**src/rtl/spi_reg_ctrl.sv**
```systemverilog
// Register-bank controller behind the SPI slave: detects frame end on cs_n, decodes read/write frames.
// Optional watchdog (clears masked registers on expiry) enabled with `define SPI_WDT_EN.
module spi_reg_ctrl #(
    parameter int          NUM_REGS     = 8,
    parameter int unsigned WDT_CYCLES   = 50000,
    parameter logic [127:0] WDT_CLR_MASK = 128'hFF
) (
    input  logic                  clock,
    input  logic                  reset,
    input  logic                  cs_n,
    input  logic [15:0]           shadow_reg,
    output logic [NUM_REGS*8-1:0] reg_out,
    output logic [NUM_REGS-1:0]   wr_strobe,
    output logic [7:0]            rd_data,
    output logic [7:0]            frame_cnt,
    output logic                  addr_err,
    output logic                  ovr_err,
    output logic                  wdt_timeout
);

    typedef enum logic [1:0] {IDLE, CAPTURE, EXEC} state_t;

    state_t                state_q, state_d;
    logic                  s1_q, s2_q, s3_q;
    logic                  frame_end;
    logic [15:0]           frame_q, frame_d;
    logic [NUM_REGS*8-1:0] bank_q, bank_d;
    logic [NUM_REGS-1:0]   strobe_q, strobe_d;
    logic [7:0]            rd_q, rd_d;
    logic [7:0]            cnt_q, cnt_d;
    logic                  aerr_q, aerr_d;
    logic                  ovr_q, ovr_d;
    logic                  valid_wr;
    logic                  wdt_expire;
    logic                  frame_rw;
    logic [6:0]            frame_addr;
    logic [7:0]            frame_data;

    assign frame_rw   = frame_q[15];
    assign frame_addr = frame_q[14:8];
    assign frame_data = frame_q[7:0];

    // Sync flops preset to 1 so reset release with cs_n high never looks like a rising edge.
    always_ff @(posedge clock or posedge reset) begin
        if (reset) begin
            s1_q <= 1'b1;
            s2_q <= 1'b1;
            s3_q <= 1'b1;
        end else begin
            s1_q <= cs_n;
            s2_q <= s1_q;
            s3_q <= s2_q;
        end
    end

    assign frame_end = s2_q & ~s3_q;

    // frame_q loads on entry to CAPTURE; the operation is registered on the CAPTURE->EXEC edge.
    always_comb begin
        state_d  = state_q;
        frame_d  = frame_q;
        bank_d   = bank_q;
        strobe_d = '0;
        rd_d     = rd_q;
        cnt_d    = cnt_q;
        aerr_d   = 1'b0;
        ovr_d    = 1'b0;
        valid_wr = 1'b0;
        case (state_q)
            IDLE: begin
                if (frame_end) begin
                    state_d = CAPTURE;
                    frame_d = shadow_reg;
                end
            end
            CAPTURE: begin
                state_d = EXEC;
                ovr_d   = frame_end;
                aerr_d  = 1'b1;
                for (int i = 0; i < NUM_REGS; i++) begin
                    if (frame_addr == 7'(i)) begin
                        aerr_d = 1'b0;
                        cnt_d  = cnt_q + 8'd1;
                        if (frame_rw) begin
                            bank_d[8*i +: 8] = frame_data;
                            strobe_d[i]      = 1'b1;
                            rd_d             = frame_data;
                            valid_wr         = 1'b1;
                        end else begin
                            rd_d = bank_q[8*i +: 8];
                        end
                    end
                end
            end
            EXEC: begin
                state_d = IDLE;
                ovr_d   = frame_end;
            end
            default: state_d = IDLE;
        endcase
        if (wdt_expire) begin
            for (int i = 0; i < NUM_REGS; i++) begin
                if (WDT_CLR_MASK[i]) begin
                    bank_d[8*i +: 8] = 8'h00;
                end
            end
        end
    end

    always_ff @(posedge clock or posedge reset) begin
        if (reset) begin
            state_q  <= IDLE;
            frame_q  <= '0;
            bank_q   <= '0;
            strobe_q <= '0;
            rd_q     <= '0;
            cnt_q    <= '0;
            aerr_q   <= 1'b0;
            ovr_q    <= 1'b0;
        end else begin
            state_q  <= state_d;
            frame_q  <= frame_d;
            bank_q   <= bank_d;
            strobe_q <= strobe_d;
            rd_q     <= rd_d;
            cnt_q    <= cnt_d;
            aerr_q   <= aerr_d;
            ovr_q    <= ovr_d;
        end
    end

`ifdef SPI_WDT_EN
    logic [31:0] wdt_cnt_q;
    logic        wdt_to_q;

    // A valid write in the same cycle as expiry reloads instead of expiring.
    assign wdt_expire = ~valid_wr & (wdt_cnt_q == 32'd1);

    always_ff @(posedge clock or posedge reset) begin
        if (reset) begin
            wdt_cnt_q <= 32'(WDT_CYCLES);
            wdt_to_q  <= 1'b0;
        end else if (valid_wr) begin
            wdt_cnt_q <= 32'(WDT_CYCLES);
            wdt_to_q  <= 1'b0;
        end else if (wdt_expire) begin
            wdt_cnt_q <= 32'd0;
            wdt_to_q  <= 1'b1;
        end else if (wdt_cnt_q != 32'd0) begin
            wdt_cnt_q <= wdt_cnt_q - 32'd1;
        end
    end

    assign wdt_timeout = wdt_to_q;
`else
    logic unused_wdt;

    assign wdt_expire  = 1'b0;
    assign wdt_timeout = 1'b0;
    assign unused_wdt  = ^{valid_wr, 32'(WDT_CYCLES), WDT_CLR_MASK};
`endif

    assign reg_out   = bank_q;
    assign wr_strobe = strobe_q;
    assign rd_data   = rd_q;
    assign frame_cnt = cnt_q;
    assign addr_err  = aerr_q;
    assign ovr_err   = ovr_q;

endmodule

```
**config.mk**
```make
export PLATFORM = sky130hd
export DESIGN_NAME = spi_reg_ctrl
export DESIGN_NICKNAME = d
export VERILOG_FILES = /design/src/rtl/spi_reg_ctrl.sv
export SDC_FILE = /design/constraint.sdc
export NUM_CORES = 1
export LEC_CHECK = 0
export ABC_AREA = 0
export CAP_MARGIN = 0
export CORE_MARGIN = 4
export CORE_UTILIZATION = 47
export CTS_BUF_LIST = sky130_fd_sc_hd__clkbuf_16
export DETAILED_ROUTE_END_ITERATION = 8
export GPL_ROUTABILITY_DRIVEN = 1
export GPL_TIMING_DRIVEN = 0
export PLACE_DENSITY_LB_ADDON = 0.25
export SYNTH_ARGS = -nofsm -noshare
export SYNTH_HDL_FRONTEND = slang
export SYNTH_SLANG_ARGS = --single-unit
```
**constraint.sdc**
```tcl
create_clock -name clock -period 4.3 [get_ports clock]
set_clock_uncertainty 0.2 [all_clocks]
set_input_delay 1.075 -clock clock [delete_from_list [all_inputs] [get_ports clock]]
set_output_delay 1.075 -clock clock [all_outputs]
set_load 0.01 [all_outputs]
```
=== Word-level counts from Yosys, hierarchy flattened ===
Cells that the tools add are included.

* Flip-flop bits (word level): 111
* Latch bits: 0
* Memory bits (writable): 0
* Memory bits (read-only): 0
* Bits of input ports: 19
* Logic and storage cells: 91
* Memories: 0

* $add $sub $neg: 1
* Multipliers: 0
* Div/mod/pow operators: 0
* $lt $le $gt $ge: 0
* Eq/ne operators: 10
* Shift-type cells: 0
* Multiplexer cells: 46
* Bitwise gates (word level): 2
* Reduce and logical (&&, ||, !) cells: 14

{| class="wikitable"
|+ Operators with widths
! operator !! number
|-
| 8-bit 2-to-1 mux || 25
|-
| 7-bit by 3-bit equality test with 1-bit output, second input constant || 4
|-
| 2-bit AND reduction || 10
|-
| 1-bit 2-to-1 mux || 19
|-
| 7-bit by 2-bit equality test with 1-bit output, second input constant || 2
|-
| 8-bit by 1-bit adder with 8-bit output, second input constant || 1
|-
| 8-bit nonzero test || 1
|-
| 7-bit by 1-bit equality test with 1-bit output, second input constant || 1
|-
| 7-bit logical NOT || 1
|-
| 2-bit case mux with 2 select lines || 1
|-
| 2-bit by 1-bit equality test with 1-bit output, second input constant || 1
|-
| 2-bit equality test, second input constant || 1
|-
| 2-bit logical NOT || 1
|-
| 2-bit 2-to-1 mux || 1
|-
| 2-bit inequality test, second input constant || 1
|-
| 2-bit OR reduction || 1
|-
| 1-bit bitwise AND || 1
|-
| 1-bit inverter || 1
|}

=== Longest topological paths before layout ===
* Depth after elaboration: 10
* Mapped depth: 9

=== Worst setup path before layout ===
No wires, ideal clock.

* Path kind: register to register
* From: reg frame_q[11]
* To: reg bank_q[32], in the netlist reg_out[32]
* Setup time: 0.125 ns
* Arrival: 1.919 ns
* Path slack: 2.056 ns
* Cell stages (with the launch flop): 5
* Path buffers: 1
* Period minus slack after synthesis: 2.244 ns
* Cell sequence: dfrtp_1 or4_1 buf_6 nor4_4 mux2_2

* Longest elaborated chain between the ends: 2

{| class="wikitable"
|+ Ends and longest elaborated chain
! item !! RTL line !! text
|-
| from (decl) || 26 || <nowiki>logic [15:0] frame_q, frame_d;</nowiki>
|-
| from (signal assigned) || 122 || <nowiki>frame_q <= frame_d;</nowiki>
|-
| 7-bit by 3-bit equality test with 1-bit output || 81 || <nowiki>if (frame_addr == 7'(i)) begin</nowiki>
|-
| 2-bit AND reduction (no line) || - ||
|-
| to (signal assigned) || 123 || <nowiki>bank_q <= bank_d;</nowiki>
|-
| to (decl) || 27 || <nowiki>logic [NUM_REGS*8-1:0] bank_q, bank_d;</nowiki>
|}

No other way between the ends.
A chain may end at the register's enable or synchronous reset.

=== Worst setup path in the final report ===
* From: reg frame_q[15]
* To: reg rd_q[7], in the netlist rd_data[7]

* Longest elaborated chain between the ends: 9

{| class="wikitable"
|+ Ends and longest elaborated chain
! item !! RTL line !! text
|-
| 8-bit 2-to-1 mux || 84 || <nowiki>if (frame_rw) begin</nowiki>
|-
| 8-bit 2-to-1 mux (7 in a row) || 81 ||
|-
| 8-bit 2-to-1 mux (*) || 81 ||
|-
| to (signal assigned) || 125 || <nowiki>rd_q <= rd_d;</nowiki>
|-
| to (decl) || 29 || <nowiki>logic [7:0] rd_q, rd_d;</nowiki>
|}

Every way passes the cells marked *; elsewhere a longest branch is shown, timed or not. The select of a mux whose other input is x is not followed.

==> flow_summary.toml <==
[logic_synthesis]
synth_ff_type = "dfrtp_1"
synth_edf_count = 0
netlist_top_cells_area = "dfrtp_1, mux2_2, a21oi_1"
ys_types = 55
avgSynthCellArea_um2 = 10.93
syn_inst = 505
yosys_warnings = 0
postSynthNetCount = 527
synth_top_area_share = 0.4897
synth_top_cell_by_area = "dfrtp_1"
synth-seq-cells = 111
syn-cell-area_um2 = 5519
seq_area_frac_synth = 0.5040
async_reset_ff_frac = 1.000

[route]
vias_per_cell = 6.019
routed_wl_mm = 17.60
dr.pass1.iters = 5
antenna_left = 0
wl_per_cell_um = 22.77
vias = 4653
drcViolationCount = 0
drt_iter0_drc = 408

[sta]
min_period_over_period = 0.6534
finalHoldViolCount = 0
max_slew_margin = 0.3731
slew_violations = 0
max_freq_mhz = 355.9
period_needed_ns = 2.809
worstMarginPinSlew_ns = 0.9403
rsz0062_at_grt = "no"
finalSetupViolations = 0
fin_setup_tns_ns = 0

[pwr]
power_density_nw_per_um2 = 630.1
ir_drop_mv = 0.3702
power_uw = 4468
p_leak_uw = 0.003107

[placed_design]
hpwlAfterDp_mm = 12.10
place_congestion = 0.9587
portBuffers = 108

[worst_setup_path]
crit_chain = "clkbuf_1 -> clkinv_1 -> clkbuf_1 -> a21oi_1 -> a21oi_1 -> a211oi_1 -> o21ai_0"
crit_buf_inv = 3
cp_max_fo = 10
required_ns = 4.33
crit_path_start_kind = "flop"
crit_arrival_ns = 2.84
end_kind = "flop"
worstSetupPathType = "reg2reg"
max_stage_delay_ns = 0.52
crit_slowest_cell = "clkinv_1"
cp_top_family = "buffers and inverters"

[grt]
gr-total-overflow = 0
grt_max_degree = 71
grt_pass1_wl_mm = 26.84
grt_usage = 0.2672
grt_antenna_before_repair = 0
grt_pass1_vias = 4734

[floorplan]
core-area_um2 = 11470
fp-row-count = 39
fp.dieH_um = 116.4
die_w_um = 116.4
die_area_um2 = 13540
initial_core_util = 0.4813
io_pins = 110

[clock_tree]
cts_tree = "built"
cts_root_buf = "clkbuf_16"
htreeDepth = 3
cts_buffer_depth = 2
clk_latency_ns = 0.36
cts_buffers = 9
post_cts.repair.setup_buffers = 0
clk_pin_slew_ns = 0.07
holdBufCountCts = 0
ctsResizeCount = 0
clock_sinks = 111

[cells_and_area]
drive_gt1_frac = 0.1651
syn_to_final_growth_pct = 28.47
nets = 647
n_antenna_cell = 0
final_util = 0.6183

[job]
cap_violations = 0

[status]
status = "completed"

[worst_hold_path]
hold_path_class = "reg2reg"
synth_stat cells (3+ instances only):
cell type	number
and3_1	4
a211o_1	3
o211ai_1	3
nor4_1	3
a21oi_1	40
mux2i_1	13
o221ai_1	4
ha_1	3
nand4_1	4
nand3_1	3
nand2_1	30
buf_2	8
a21o_1	4
nor2b_1	10
dfrtp_1	108
nor3_4	3
nand2b_1	14
nor2_1	20
dfstp_2	3
a31oi_1	8
mux2_2	62
o22ai_1	4
o21ai_0	36
and2_1	10
a211oi_1	6
mux2_1	7
clkbuf_1	23
xnor2_1	7
inv_1	16
a2111oi_0	4
a21boi_0	4
nor3_1	4
metal layers:
metal,GRT usage,vias to the layer above,part of all wire
met3,0.05751,36,0.084
met4,0.1183,0,0.028
met1,0.3609,2324,0.42
li1,-,2055,-
met5,0,-,0
met2,0.4161,238,0.46
registers in the layout, indices dropped and copies added, names as in the netlist:
register,count
reg_out,64
wr_strobe,8
rd_data,8
state_q,2
s3_q,1
frame_cnt,8
addr_err,1
s1_q,1
s2_q,1
frame_q,16
ovr_err,1
path summary, 6_finish.rpt:
check	from	end	slack (ns)	cells past startpoint
max in group asynchronous	reset	reg_out[7]$_DFFE_PP0P_	2.12	3
worst min-delay path	s1_q$_DFF_PP1_	s2_q$_DFF_PP1_	0.16	0
min in group asynchronous	reset	addr_err$_DFF_PP0_	1.06	2
worst min register to register	s1_q$_DFF_PP1_	s2_q$_DFF_PP1_	0.16	0
worst max register to register	frame_q[15]$_DFFE_PP0P_	rd_data[7]$_DFFE_PP0P_	1.49	7
worst max-delay path	frame_q[15]$_DFFE_PP0P_	rd_data[7]$_DFFE_PP0P_	1.49	7
cell type report:
cell class / instances / area [um^2]
plain buffers: 35 / 156.4
well taps: 143 / 178.9
repair buffers: 109 / 1101
inverters: 17 / 66.31
fillers: 966 / 4377
clock inverters: 7 / 63.81
flip-flops and latches: 111 / 2781
multi-input cells: 342 / 2517
clock buffers: 9 / 225.2
cell usage in the layout (no fill, tap or decap), types with 4 or more instances in the layout:
cell type,synthesis,final
dfrtp_1,108,108
o21ai_0,36,36
a31oi_1,8,8
a21o_1,4,4
xnor2_1,7,7
a21oi_1,40,40
clkdlybuf4s50_1,0,108
clkbuf_16,0,9
and3_1,4,4
mux2_2,62,62
nor3_1,4,4
nor2_1,20,20
buf_2,8,8
mux2i_1,13,13
clkbuf_1,23,23
a21boi_0,4,4
mux2_1,7,7
a211oi_1,6,6
and2_1,10,10
nor2b_1,10,10
nand4_1,4,4
a2111oi_0,4,4
o221ai_1,4,4
inv_1,16,16
nand2b_1,14,14
o22ai_1,4,4
nand2_1,30,30
report_power, final:
part	internal (uW)	switching [uW]
clock network	448	387
registers	1300	228
logic	863	1240
through the flow:
stage / instance area (um^2) / hold slack [ns] / setup slack, ns / std cells
after floorplan: 5519 / 0.1452 / 0.09931 / 505
after global placement: 6779 / 0.1474 / -1.537 / 756
after detailed placement: 6802 / 0.1484 / 1.603 / 757
after CTS: 7091 / 0.1610 / 1.592 / 773
after global routing: 7091 / 0.1622 / 1.350 / 773
final: 7091 / 0.1589 / 1.491 / 773
kinds of logic (layout without fill, tap and decap cells):
kind of cell,after synthesis,after routing,share of synthesized area
buffers and inverters,52,177,0.03990
adder cells (fa/ha/maj),3,3,0.006802
AO/OA/AOI/OAI,131,131,0.1451
flip-flops,111,111,0.5040
multiplexers,82,82,0.1644
XOR/XNOR,7,7,0.01111
AND/OR/NAND/NOR,118,118,0.1281
other,1,1,0.0006795
Note: power is estimated with default switching activity, not from simulation.
